===== src/rtl/qspi_slave_mem_if.sv =====
// qspi_slave_mem_if: quad-SPI bus between the team QSPI master and the slave memory
// cs_n           : chip select, active-low, driven by the master
// mosi_0..mosi_3 : nibble from master, mosi_3 is the MSB
// miso_0..miso_3 : nibble from slave, miso_3 is the MSB
interface qspi_slave_mem_if;
  logic cs_n;
  logic mosi_0, mosi_1, mosi_2, mosi_3;
  logic miso_0, miso_1, miso_2, miso_3;
  modport master (output cs_n, mosi_0, mosi_1, mosi_2, mosi_3, input miso_0, miso_1, miso_2, miso_3);
  modport slave (input cs_n, mosi_0, mosi_1, mosi_2, mosi_3, output miso_0, miso_1, miso_2, miso_3);
endinterface


===== src/rtl/qspi_slave_mem.sv =====
// qspi_slave_mem: quad-SPI slave backed by a byte-addressable register memory
// clk        : serial clock; negedge samples MOSI, posedge drives MISO
// reset      : asynchronous, active-high
// bus        : qspi_slave_mem_if.slave (cs_n, mosi_*, miso_*)
// wel        : write-enable latch
// frame_done : one-clk pulse after a frame carrying at least one full byte ends
// last_cmd   : last command byte fully received
module qspi_slave_mem #(
  parameter int ADDR_W = 4,
  parameter logic [7:0] ID_VALUE = 8'hA5
) (
  input  logic clk,
  input  logic reset,
  qspi_slave_mem_if.slave bus,
  output logic wel,
  output logic frame_done,
  output logic [7:0] last_cmd
);
  localparam int DEPTH = 1 << ADDR_W;
  typedef enum logic [2:0] {CMD, ADDR, WDATA, RDATA, ID, STATUS, IGNORE} state_t;
  state_t state_q, state_d;
  logic phase_q, got_q, wcmd_q, end_q, wel_q, done_q, out_en;
  logic [3:0] hi_q, lo_q, miso_q, nib;
  logic [7:0] byte_w, src, last_cmd_q;
  logic [ADDR_W-1:0] addr_q;
  logic [7:0] mem_q [DEPTH];
  always_comb begin
    nib = {bus.mosi_3, bus.mosi_2, bus.mosi_1, bus.mosi_0};
    byte_w = {hi_q, nib};
    state_d = (byte_w == 8'h02 || byte_w == 8'h03) ? ADDR :
              byte_w == 8'h9F ? ID : byte_w == 8'h05 ? STATUS : IGNORE;
    src = state_q == RDATA ? mem_q[addr_q] : state_q == ID ? ID_VALUE : {6'b0, wel_q, 1'b0};
    out_en = !bus.cs_n && (state_q == RDATA || state_q == ID || state_q == STATUS);
  end
  // Byte assembly and command FSM on the sampling edge. end_q marks the
  // negedge that closed a frame with at least one full byte.
  always_ff @(negedge clk or posedge reset) begin
    if (reset) begin
      state_q <= CMD;
      phase_q <= 1'b0;
      hi_q <= '0;
      addr_q <= '0;
      wel_q <= 1'b0;
      last_cmd_q <= '0;
      got_q <= 1'b0;
      wcmd_q <= 1'b0;
      end_q <= 1'b0;
      mem_q <= '{default: '0};
    end else if (bus.cs_n) begin
      end_q <= got_q;
      state_q <= CMD;
      phase_q <= 1'b0;
      got_q <= 1'b0;
      wcmd_q <= 1'b0;
      if (wcmd_q) wel_q <= 1'b0;
    end else begin
      end_q <= 1'b0;
      phase_q <= ~phase_q;
      if (!phase_q) hi_q <= nib;
      else
        case (state_q)
          CMD: begin
            last_cmd_q <= byte_w;
            got_q <= 1'b1;
            wcmd_q <= byte_w == 8'h02;
            state_q <= state_d;
            if (byte_w == 8'h06) wel_q <= 1'b1;
            else if (byte_w == 8'h04) wel_q <= 1'b0;
          end
          ADDR: begin
            addr_q <= byte_w[ADDR_W-1:0];
            state_q <= wcmd_q ? WDATA : RDATA;
          end
          WDATA: begin
            if (wel_q) mem_q[addr_q] <= byte_w;
            addr_q <= addr_q + ADDR_W'(1);
          end
          RDATA: addr_q <= addr_q + ADDR_W'(1);
          default: ;
        endcase
    end
  end
  // The slot's byte is captured on its first posedge (phase 0), so the low
  // nibble comes from the same snapshot even if memory changes meanwhile.
  always_ff @(posedge clk or posedge reset) begin
    if (reset) begin
      miso_q <= '0;
      lo_q <= '0;
      done_q <= 1'b0;
    end else begin
      done_q <= end_q;
      if (!out_en) miso_q <= '0;
      else if (!phase_q) {miso_q, lo_q} <= src;
      else miso_q <= lo_q;
    end
  end
  assign {bus.miso_3, bus.miso_2, bus.miso_1, bus.miso_0} = miso_q;
  assign wel = wel_q;
  assign frame_done = done_q;
  assign last_cmd = last_cmd_q;
endmodule


===== src/flat_wrapper.sv =====
// flat-port wrapper written by rule: the top's interface ports become plain ports
module qspi_slave_mem_flat 
#(
  parameter int ADDR_W = 4,
  parameter logic [7:0] ID_VALUE = 8'hA5
)
  (clk, reset, wel, frame_done, last_cmd, bus_cs_n, bus_mosi_0, bus_mosi_1, bus_mosi_2, bus_mosi_3, bus_miso_0, bus_miso_1, bus_miso_2, bus_miso_3);
  qspi_slave_mem_if bus_i ();
  input  logic clk;
  input  logic reset;
  output logic wel;
  output logic frame_done;
  output logic [7:0] last_cmd;
  input wire logic [$bits(bus_i.cs_n)-1:0] bus_cs_n;
  input wire logic [$bits(bus_i.mosi_0)-1:0] bus_mosi_0;
  input wire logic [$bits(bus_i.mosi_1)-1:0] bus_mosi_1;
  input wire logic [$bits(bus_i.mosi_2)-1:0] bus_mosi_2;
  input wire logic [$bits(bus_i.mosi_3)-1:0] bus_mosi_3;
  output wire logic [$bits(bus_i.miso_0)-1:0] bus_miso_0;
  output wire logic [$bits(bus_i.miso_1)-1:0] bus_miso_1;
  output wire logic [$bits(bus_i.miso_2)-1:0] bus_miso_2;
  output wire logic [$bits(bus_i.miso_3)-1:0] bus_miso_3;
  assign bus_i.cs_n = bus_cs_n;
  assign bus_i.mosi_0 = bus_mosi_0;
  assign bus_i.mosi_1 = bus_mosi_1;
  assign bus_i.mosi_2 = bus_mosi_2;
  assign bus_i.mosi_3 = bus_mosi_3;
  assign bus_miso_0 = bus_i.miso_0;
  assign bus_miso_1 = bus_i.miso_1;
  assign bus_miso_2 = bus_i.miso_2;
  assign bus_miso_3 = bus_i.miso_3;
  qspi_slave_mem #(.ADDR_W(ADDR_W), .ID_VALUE(ID_VALUE)) u_core (.clk(clk), .reset(reset), .bus(bus_i), .wel(wel), .frame_done(frame_done), .last_cmd(last_cmd));
endmodule

===== config.mk =====
export PLATFORM = sky130hd
export DESIGN_NAME = qspi_slave_mem_flat
export DESIGN_NICKNAME = d
export VERILOG_FILES = /design/src/rtl/qspi_slave_mem_if.sv /design/src/rtl/qspi_slave_mem.sv /design/src/flat_wrapper.sv
export SDC_FILE = /design/constraint.sdc
export NUM_CORES = 1
export LEC_CHECK = 0
export BUFFER_PORTS_ARGS = -buffer_cell sky130_fd_sc_hd__buf_2
export CAP_MARGIN = 10
export CELL_PAD_IN_SITES_DETAIL_PLACEMENT = 1
export CELL_PAD_IN_SITES_GLOBAL_PLACEMENT = 1
export CORE_UTILIZATION = 50
export CTS_CLUSTER_DIAMETER = 40
export DETAILED_ROUTE_END_ITERATION = 8
export HOLD_SLACK_MARGIN = 0.08
export PLACE_DENSITY_LB_ADDON = 0.15
export SYNTH_ARGS = -nofsm -noshare
export SYNTH_HDL_FRONTEND = slang
export SYNTH_SLANG_ARGS = --single-unit
export TNS_END_PERCENT = 1

===== constraint.sdc =====
create_clock -name clk -period 6.27 [get_ports clk]
set_clock_uncertainty 0.05 [all_clocks]
set_input_delay 0.9405 -clock clk [delete_from_list [all_inputs] [get_ports clk]]
set_output_delay 0.9405 -clock clk [all_outputs]
set_load 0.01 [all_outputs]

Word-level counts from Yosys, hierarchy flattened
Cells that the tools add are included.
Word-level totals
  register bits after elaboration: 161
  bits in latches: 0
  memory bits (writable): 0
  bits in read-only memories: 0
  input bits: 7
  output and inout port bits: 14
  logic and storage cells: 99
  memories: 0
Operators by class
  $add $sub $neg: 1
  multipliers: 0
  divide/modulo/power cells: 0
  magnitude comparators: 2
  equal/unequal tests: 12
  shifts and indexed selects: 0
  muxes and demuxes: 32
  bitwise gates (word level): 3
  reductions and logical operators: 21
Operator list (number)
  $bwmux 128: 1
  $mux 8: 5
  $bmux 8 s4: 1
  $demux 8 s4: 1
  $eq 8x3->1 const B: 3
  $eq 8x2->1 const B: 2
  $mux 1: 15
  $mux 3: 4
  $eq 8x8->1 const B: 1
  $mux 4: 2
  $pmux 4 s2: 1
  $reduce_and 2->1: 4
  $reduce_and 4->1: 2
  $eq 3x2->1 const B: 2
  $eq 3x3->1 const B: 2
  $pmux 3 s2: 1
  $reduce_and 3->1: 2
  $reduce_bool 2->1: 3
  $reduce_bool 3->1: 2
  $ge 5x5->1 const B: 1
  $lt 5x1->1 const B: 1
  $not 4->5: 1
  $add 4x1->4 const B: 1
  $eq 3x1->1 const B: 1
  8 further kinds: 12

Logic depth before layout (Yosys ltp)
Gate-level depths: netlist of the first run.
  word-level depth: 7
  mapped depth: 7
  depth with buffers taken out: 4

==> results of run 1 <==
[final cells by class]
| type | instances | share of cell area, % |
|---|---|---|
| Timing Repair Buffer | 36 | 3.201 |
| Sequential cell | 161 | 47.72 |
| Tap cell | 184 | 2.727 |
| Clock buffer | 19 | 5.380 |
| Multi-Input combinational cell | 304 | 39.02 |
| Inverter | 9 | 0.4446 |
| Clock inverter | 13 | 1.497 |
[worst max-delay path, cell delays in order]
cell and delay (ns):
buf_2 0.19, nand2b_1 0.30, nor4_2 0.42, nand2_1 0.39, mux2_1 0.45
[flip-flops by register name, indices dropped and copies added, names as in the netlist]
register,flops
u_core.wel,1
u_core.wcmd_q,1
u_core.miso_q,4
u_core.state_q,3
u_core.frame_done,1
u_core.lo_q,4
u_core.last_cmd,8
u_core.addr_q,4
u_core.end_q,1
u_core.mem_q,128
u_core.phase_q,1
u_core.hi_q,4
u_core.got_q,1
[synth_stat cells, types with 8 or more instances]
master / count
dfrtp_1: 9
mux4_1: 16
inv_1: 9
nor2_1: 8
nand3_1: 8
mux2_2: 131
mux4_2: 17
clkbuf_1: 22
a21oi_1: 12
mux2_1: 10
dfrtn_1: 152
nand2_1: 19
[worst paths after layout]
path,from,to
min reg2reg,u_core.got_q$_DFFE_NP0P_,u_core.end_q$_DFF_NP0_
min,u_core.got_q$_DFFE_NP0P_,u_core.end_q$_DFF_NP0_
max reg2reg,u_core.addr_q[1]$_DFFE_NP0P_,u_core.lo_q[1]$_DFFE_PP0P_
min in group asynchronous,reset,u_core.lo_q[0]$_DFFE_PP0P_
max in group asynchronous,reset,u_core.mem_q[4]$_DFFE_NP0P_
max,bus_cs_n,u_core.mem_q[116]$_DFFE_NP0P_
[kinds of logic (layout without fill, tap and decap cells)]
logic type,after synthesis,count (layout)
muxes,181,181
DFF,161,161
and+or+nand+nor,77,77
buffers and inverters,43,77
AOI/OAI and AO/OA,42,42
adders and majority gates,4,4
[routing by layer]
layer / vias to the layer above / track usage (%)
li1: 1954 / -
met1: 2415 / 34.21
met2: 82 / 40.92
met3: 23 / 6.100
met4: 0 / 8.505
met5: - / 0
[layout by cell type (no fill, tap or decap), types with 3 or more instances in the layout]
cell,instances
o22ai_1,6
clkinvlp_4,5
nor2b_1,4
o21ai_0,4
a31oi_1,3
nor2_1,8
buf_4,12
nor3_1,7
buf_12,4
clkbuf_16,18
mux2i_1,7
nand2_4,4
ha_1,4
mux4_2,17
mux4_1,16
mux2_2,131
clkinv_4,3
dfrtn_1,152
nand4_1,4
a21oi_1,12
buf_2,20
mux2_1,10
nand2b_1,7
inv_1,8
dfrtp_1,9
nand2_1,19
nand3_1,8
[power by group through the flow]
stage	registers, mW	clock network (mW)	logic, mW
final	1.18	1.02	0.426
after global routing	1.19	1.08	0.457
after CTS	1.18	1.04	0.430
after detailed placement	1.20	0	0.429
after global placement	1.20	0	0.418
after floorplan	1.15	0	0.346
[metrics by stage]
stage	area, um2	hold WS [ns]	cells
after floorplan	7532	0.3665	508
after global placement	7861	0.3775	694
after detailed placement	7861	0.3877	694
after CTS	8442	0.3876	726
after global routing	8442	0.3976	726
final	8442	0.3824	726
==> run_results.csv, run 1 <==
group,metric,value,unit
layout,num_antenna_cells,0,
yosys,synth_async_sr_flop_share,100.0,%
die,rows,44,
power,power.leakage,4.173,nW
layout,nets,540,
sta,slew_headroom,41.03,%
worst_setup_path,rrSetupSlack,0.78,ns
sta,worst_pin_slew,0.8845,ns
worst_setup_path,crit_required,3.33,ns
layout,drive_gt1_share,42.99,%
worst_setup_path,end_kind,"flip-flop",
power,p_seq_share,45.0,%
yosys,postSynthNetCount,519,
clocking,cts.repair.resized,0,
placed_design,port_buffers,20,
placed_design,dp_hpwl,11560,um
die,fp.coreArea,14590,um2
yosys,synth_fa_ha_area_share,0.6648,%
yosys,synth_compound_area_share,3.806,%
yosys,synth_xor_area_share,0,%
hold_path,min_path_type,"flip-flop to flip-flop",
yosys,yosysWarnings,0,
routing,routed_wl,18080,um
power,switching_share,29.49,%
routing,viasPerCell,6.163,
yosys,synth_cell_types,53,
layout,multiInputGateArea,3294,um2
worst_setup_path,rr_worst_depth,5,
sta,setup_viol,0,
sta,fin_tns_setup,0,ns
clocking,cts_sinks,161,
routing,route.met2.wl,9070,um
routing,met3_length,747,um
routing,maxUsedRoutingLayer,"met4",
clocking,clockRootBuffer,"clkbuf_16",
power,vdd_drop_max,0.0002204,V
placed_design,pre_cts_ws,0.2826,ns
worst_setup_path,crit_path_start_kind,"input port",
yosys,ys_seq_area_share,53.52,%
clocking,cts_hold_repair.buffers,0,
clocking,clk_pin_slew_worst_paths,0.05,ns
sta,hold_viol_final,0,
power,powerDensity,311.4,nW/um2
outcome,status,"complete, no violations",
global_routing,antenna_found_initial,0,
layout,utilization,57.86,%
yosys,netlist_top_cells_area,"dfrtn_1 (51%), mux2_2 (20%), mux4_1 (5.6%)",
yosys,avgSynthCellArea,14.82,um2
clocking,h-tree-depth,4,
yosys,synthesis.area,7528,um2
routing,vias,4474,
clocking,cts_tree,"yes",
yosys,synth-edff-count,0,
die,die_y,124.7,um
power,p_clk_share,38.8,%
die,initial_core_util,51.60,%
global_routing,grt_max_degree,49,
routing,routedWlPerCell,24.90,um
routing,drc,0,
power,p_total,2.629,mW
yosys,synthCells,508,
placed_design,routabilityCongestion,0.8040,
global_routing,grt_pass1_wl,29610,um
die,fp.dieW,124.7,um
layout,fill_cells,1371,
sta,rsz0062_at_grt,"no",
worst_setup_path,path_class,"input port to flip-flop",
routing,drt-met1-wl,7883,um
yosys,muxShareOfSynthArea,32.69,%
routing,antenna_left,0,
yosys,synth_ff_type,"dfrtn_1",
die,io_pins,21,
power,p_int,1.853,mW
yosys,synth_top_cell_area_share,50.52,%
routing,drtIter0Drc,283,
sta,fin_ws,0.6235,ns
power,combPwrFrac,16.2,%
yosys,synth_top_family_by_area,"multiplexers",
global_routing,grt_pass1_vias,4996,
die,dieArea,15550,um2
clocking,clk_path_buf_depth,2,
clocking,cts_buffers,17,
yosys,synth_seq_cells,161,
job,maxCapViolCount,0,
global_routing,grt_usage,25.53,%
routing,drt_first_pass_iters,4,
global_routing,gr-total-overflow,0,
power,netSwitchingPower,0.7754,mW
layout,syn_to_final_growth,12.13,%
sta,maxSlewViolCount,0,
layout,seqCellArea,4029,um2
worst_setup_path,cp.arrival,2.70,ns
clocking,clock_latency,0.43,ns
clocking,post-cts-setup-buffer-count,0,
yosys,yosysTopAreaCell,"dfrtn_1",
worst_setup_path,cp_max_fo,13,
yosys,synth-simple-area-share,6.598,%
hold_path,hold-path-cell-count,1,
(Power assumes the default switching activity.)
==> inputs of run 2 (changes only) <==
==> constraint.sdc (replaced) <==
create_clock -name clk -period 5.7 [get_ports clk]
set_clock_uncertainty 0.05 [all_clocks]
set_input_delay 0.855 -clock clk [delete_from_list [all_inputs] [get_ports clk]]
set_output_delay 0.855 -clock clk [all_outputs]
set_load 0.01 [all_outputs]
==> run 2 against run 1 <==
  * Via count down 1.2%
  * Sequential share of layout area is 0.057 points lower
  * Combinational power up 16%
  * Non-clock buffer count grew 3
  * First-iteration DRC count is 22% lower
  * Worst hold slack improved by 0.0019 ns
  * Largest cell class unchanged
  * Sequential cell count stayed put
  * Cell area grew 0.12%
  * Global-route usage shrank 0.18 points
  * Final cell count up 0.41%
  * Largest power group unchanged
  * Wire length is 1.2% lower
==> run_results.csv, run 2 (same netlist as run 1, synthesis figures left out) <==
group,metric,value,unit
layout,syn_to_final_growth,12.27,%
sta,hold_viol_final,0,
power,netSwitchingPower,0.8750,mW
worst_setup_path,crit_required,5.96,ns
die,dieArea,15550,um2
worst_setup_path,cp_max_fo,19,
power,combPwrFrac,17.1,%
sta,setup_viol,0,
hold_path,hold_path_end,"u_core.mem_q[34]$_DFFE_NP0P_",
die,die_y,124.7,um
layout,final_area,8452,um2
placed_design,routabilityCongestion,0.8147,
placed_design,port_buffers,20,
sta,worst_pin_slew,0.9173,ns
placed_design,place_area,7884,um2
outcome,status,"complete, no violations",
global_routing,grt_pass1_vias,5092,
job,maxCapViolCount,0,
power,vdd_drop_max,0.0002410,V
worst_setup_path,rr_worst_depth,5,
sta,rsz0062_at_grt,"no",
worst_setup_path,crit_path_start_kind,"flip-flop",
routing,routedWlPerCell,24.49,um
layout,nets,543,
power,p_int,2.006,mW
layout,largest-register,"u_core.mem_q",
clocking,cts.repair.resized,0,
die,rows,44,
hold_path,hold-path-cell-count,1,
die,initial_core_util,51.60,%
worst_setup_path,rrSetupSlack,0.53,ns
clocking,cts_hold_repair.buffers,0,
power,switching_share,30.37,%
worst_setup_path,path_class,"flip-flop to flip-flop",
hold_path,min_path_type,"flip-flop to flip-flop",
clocking,h-tree-depth,4,
routing,drt_first_pass_iters,4,
hold_path,hold_path.startpoint,"u_core.mem_q[34]$_DFFE_NP0P_",
clocking,clk_pin_slew_worst_paths,0.06,ns
die,io_pins,21,
layout,layout_commonest_cell,"dfrtn_1",
global_routing,grt_max_degree,88,
worst_setup_path,worstReg2RegEnd,"u_core.miso_q[1]$_DFF_PP0_",
layout,fill_cells,1356,
sta,slew_headroom,38.85,%
power,p_clk_share,37.9,%
power,p_total,2.881,mW
global_routing,gr-total-overflow,0,
sta,fin_tns_setup,0,ns
clocking,cts_tree,"yes",
routing,antenna_left,0,
sta,whs,0.3843,ns
routing,drc,0,
routing,viasPerCell,6.063,
layout,num_antenna_cells,0,
worst_setup_path,cpMaxStageDelayCell,"dfrtn_1",
die,fp.dieW,124.7,um
layout,final_cell_mix,"dfrtn_1 (152), mux2_2 (131), buf_2 (20), nand2_1 (19)",
worst_setup_path,r2r_start,"u_core.addr_q[1]$_DFFE_NP0P_",
sta,maxSlewViolCount,0,
layout,largest_register_ffs,128,
die,fp.coreArea,14590,um2
power,p_seq_share,45.0,%
clocking,post-cts-setup-buffer-count,0,
clocking,clockRootBuffer,"clkbuf_16",
placed_design,pre_cts_ws,0.2278,ns
sta,fin_ws,0.5284,ns
clocking,cts_buffers,17,
worst_setup_path,crit_chain,"buf_12 > mux4_2 > mux2i_1 > nor3_1 > o221a_2",
global_routing,grt_pass1_wl,29280,um
power,powerDensity,340.9,nW/um2
global_routing,antenna_found_initial,0,
routing,routed_wl,17850,um
clocking,clk_path_buf_depth,2,
worst_setup_path,slowest_delay,0.74,ns
routing,vias,4420,
layout,drive_gt1_share,43.49,%
worst_setup_path,end_kind,"flip-flop",
global_routing,grt_usage,25.35,%
placed_design,dp_hpwl,11570,um
routing,drtIter0Drc,221,
clocking,cts_sinks,161,
worst_setup_path,cp.arrival,5.43,ns
clocking,clock_latency,0.40,ns
power,power.leakage,4.193,nW
==> run 2: power by group through the flow <==
stage / Clock (mW) / Combinational [mW] / Sequential [mW]
final: 1.09 / 0.493 / 1.30
after global routing: 1.16 / 0.525 / 1.31
after CTS: 1.11 / 0.498 / 1.30
after detailed placement: 0 / 0.495 / 1.32
after global placement: 0 / 0.480 / 1.31
after floorplan: 0 / 0.380 / 1.26
==> run 2: worst max path at each step <==
stage | start | to | slack, ns
6_report | u_core.addr_q[1]$_DFFE_NP0P_ | u_core.miso_q[1]$_DFF_PP0_ | 0.53
5_1_grt | u_core.addr_q[1]$_DFFE_NP0P_ | u_core.lo_q[1]$_DFFE_PP0P_ | 0.38
4_1_cts | u_core.addr_q[1]$_DFFE_NP0P_ | u_core.miso_q[1]$_DFF_PP0_ | 0.53
3_5_place_dp | bus_cs_n | u_core.mem_q[123]$_DFFE_NP0P_ | 0.23
3_3_place_gp | bus_cs_n | u_core.mem_q[108]$_DFFE_NP0P_ | 0.27
2_1_floorplan | reset | u_core.addr_q[0]$_DFFE_NP0P_ | 0.02
==> run 2: final cells by class <==
class	count	area (um2)	area share, %
sequential	161	4029	47.67
timing repair buffer	39	292.8	3.464
inverter	9	37.54	0.4441
multi-input combinational	304	3294	38.98
clock buffer	19	452.9	5.359
tap	184	230.2	2.724
clock inverter	13	115.1	1.362
==> run 2: layer usage <==
layer	track usage [%]	wire length, um	share of wire [%]	up-vias
met1	32.74	7838	44	2356
met2	41.40	8909	50	71
met3	5.541	593	3.3	34
li1	-	-	-	1959
met5	0	0	0	-
met4	10.63	512	2.9	0
==> run 2: critical path, delay by kind of cell (launching register included) <==
kind / cells / cell delay, ns
muxes: 2 / 0.81
DFF: 1 / 0.74
AOI/OAI and AO/OA: 1 / 0.28
buffers and inverters: 1 / 0.25
and+or+nand+nor: 1 / 0.09
==> run 2: per-stage QoR <==
step / cells / utilization (%)
floorplan: 508 / -
global placement: 697 / 54.04
detailed placement: 697 / 54.04
CTS: 729 / 57.93
global route: 729 / 57.93
finish: 729 / 57.93
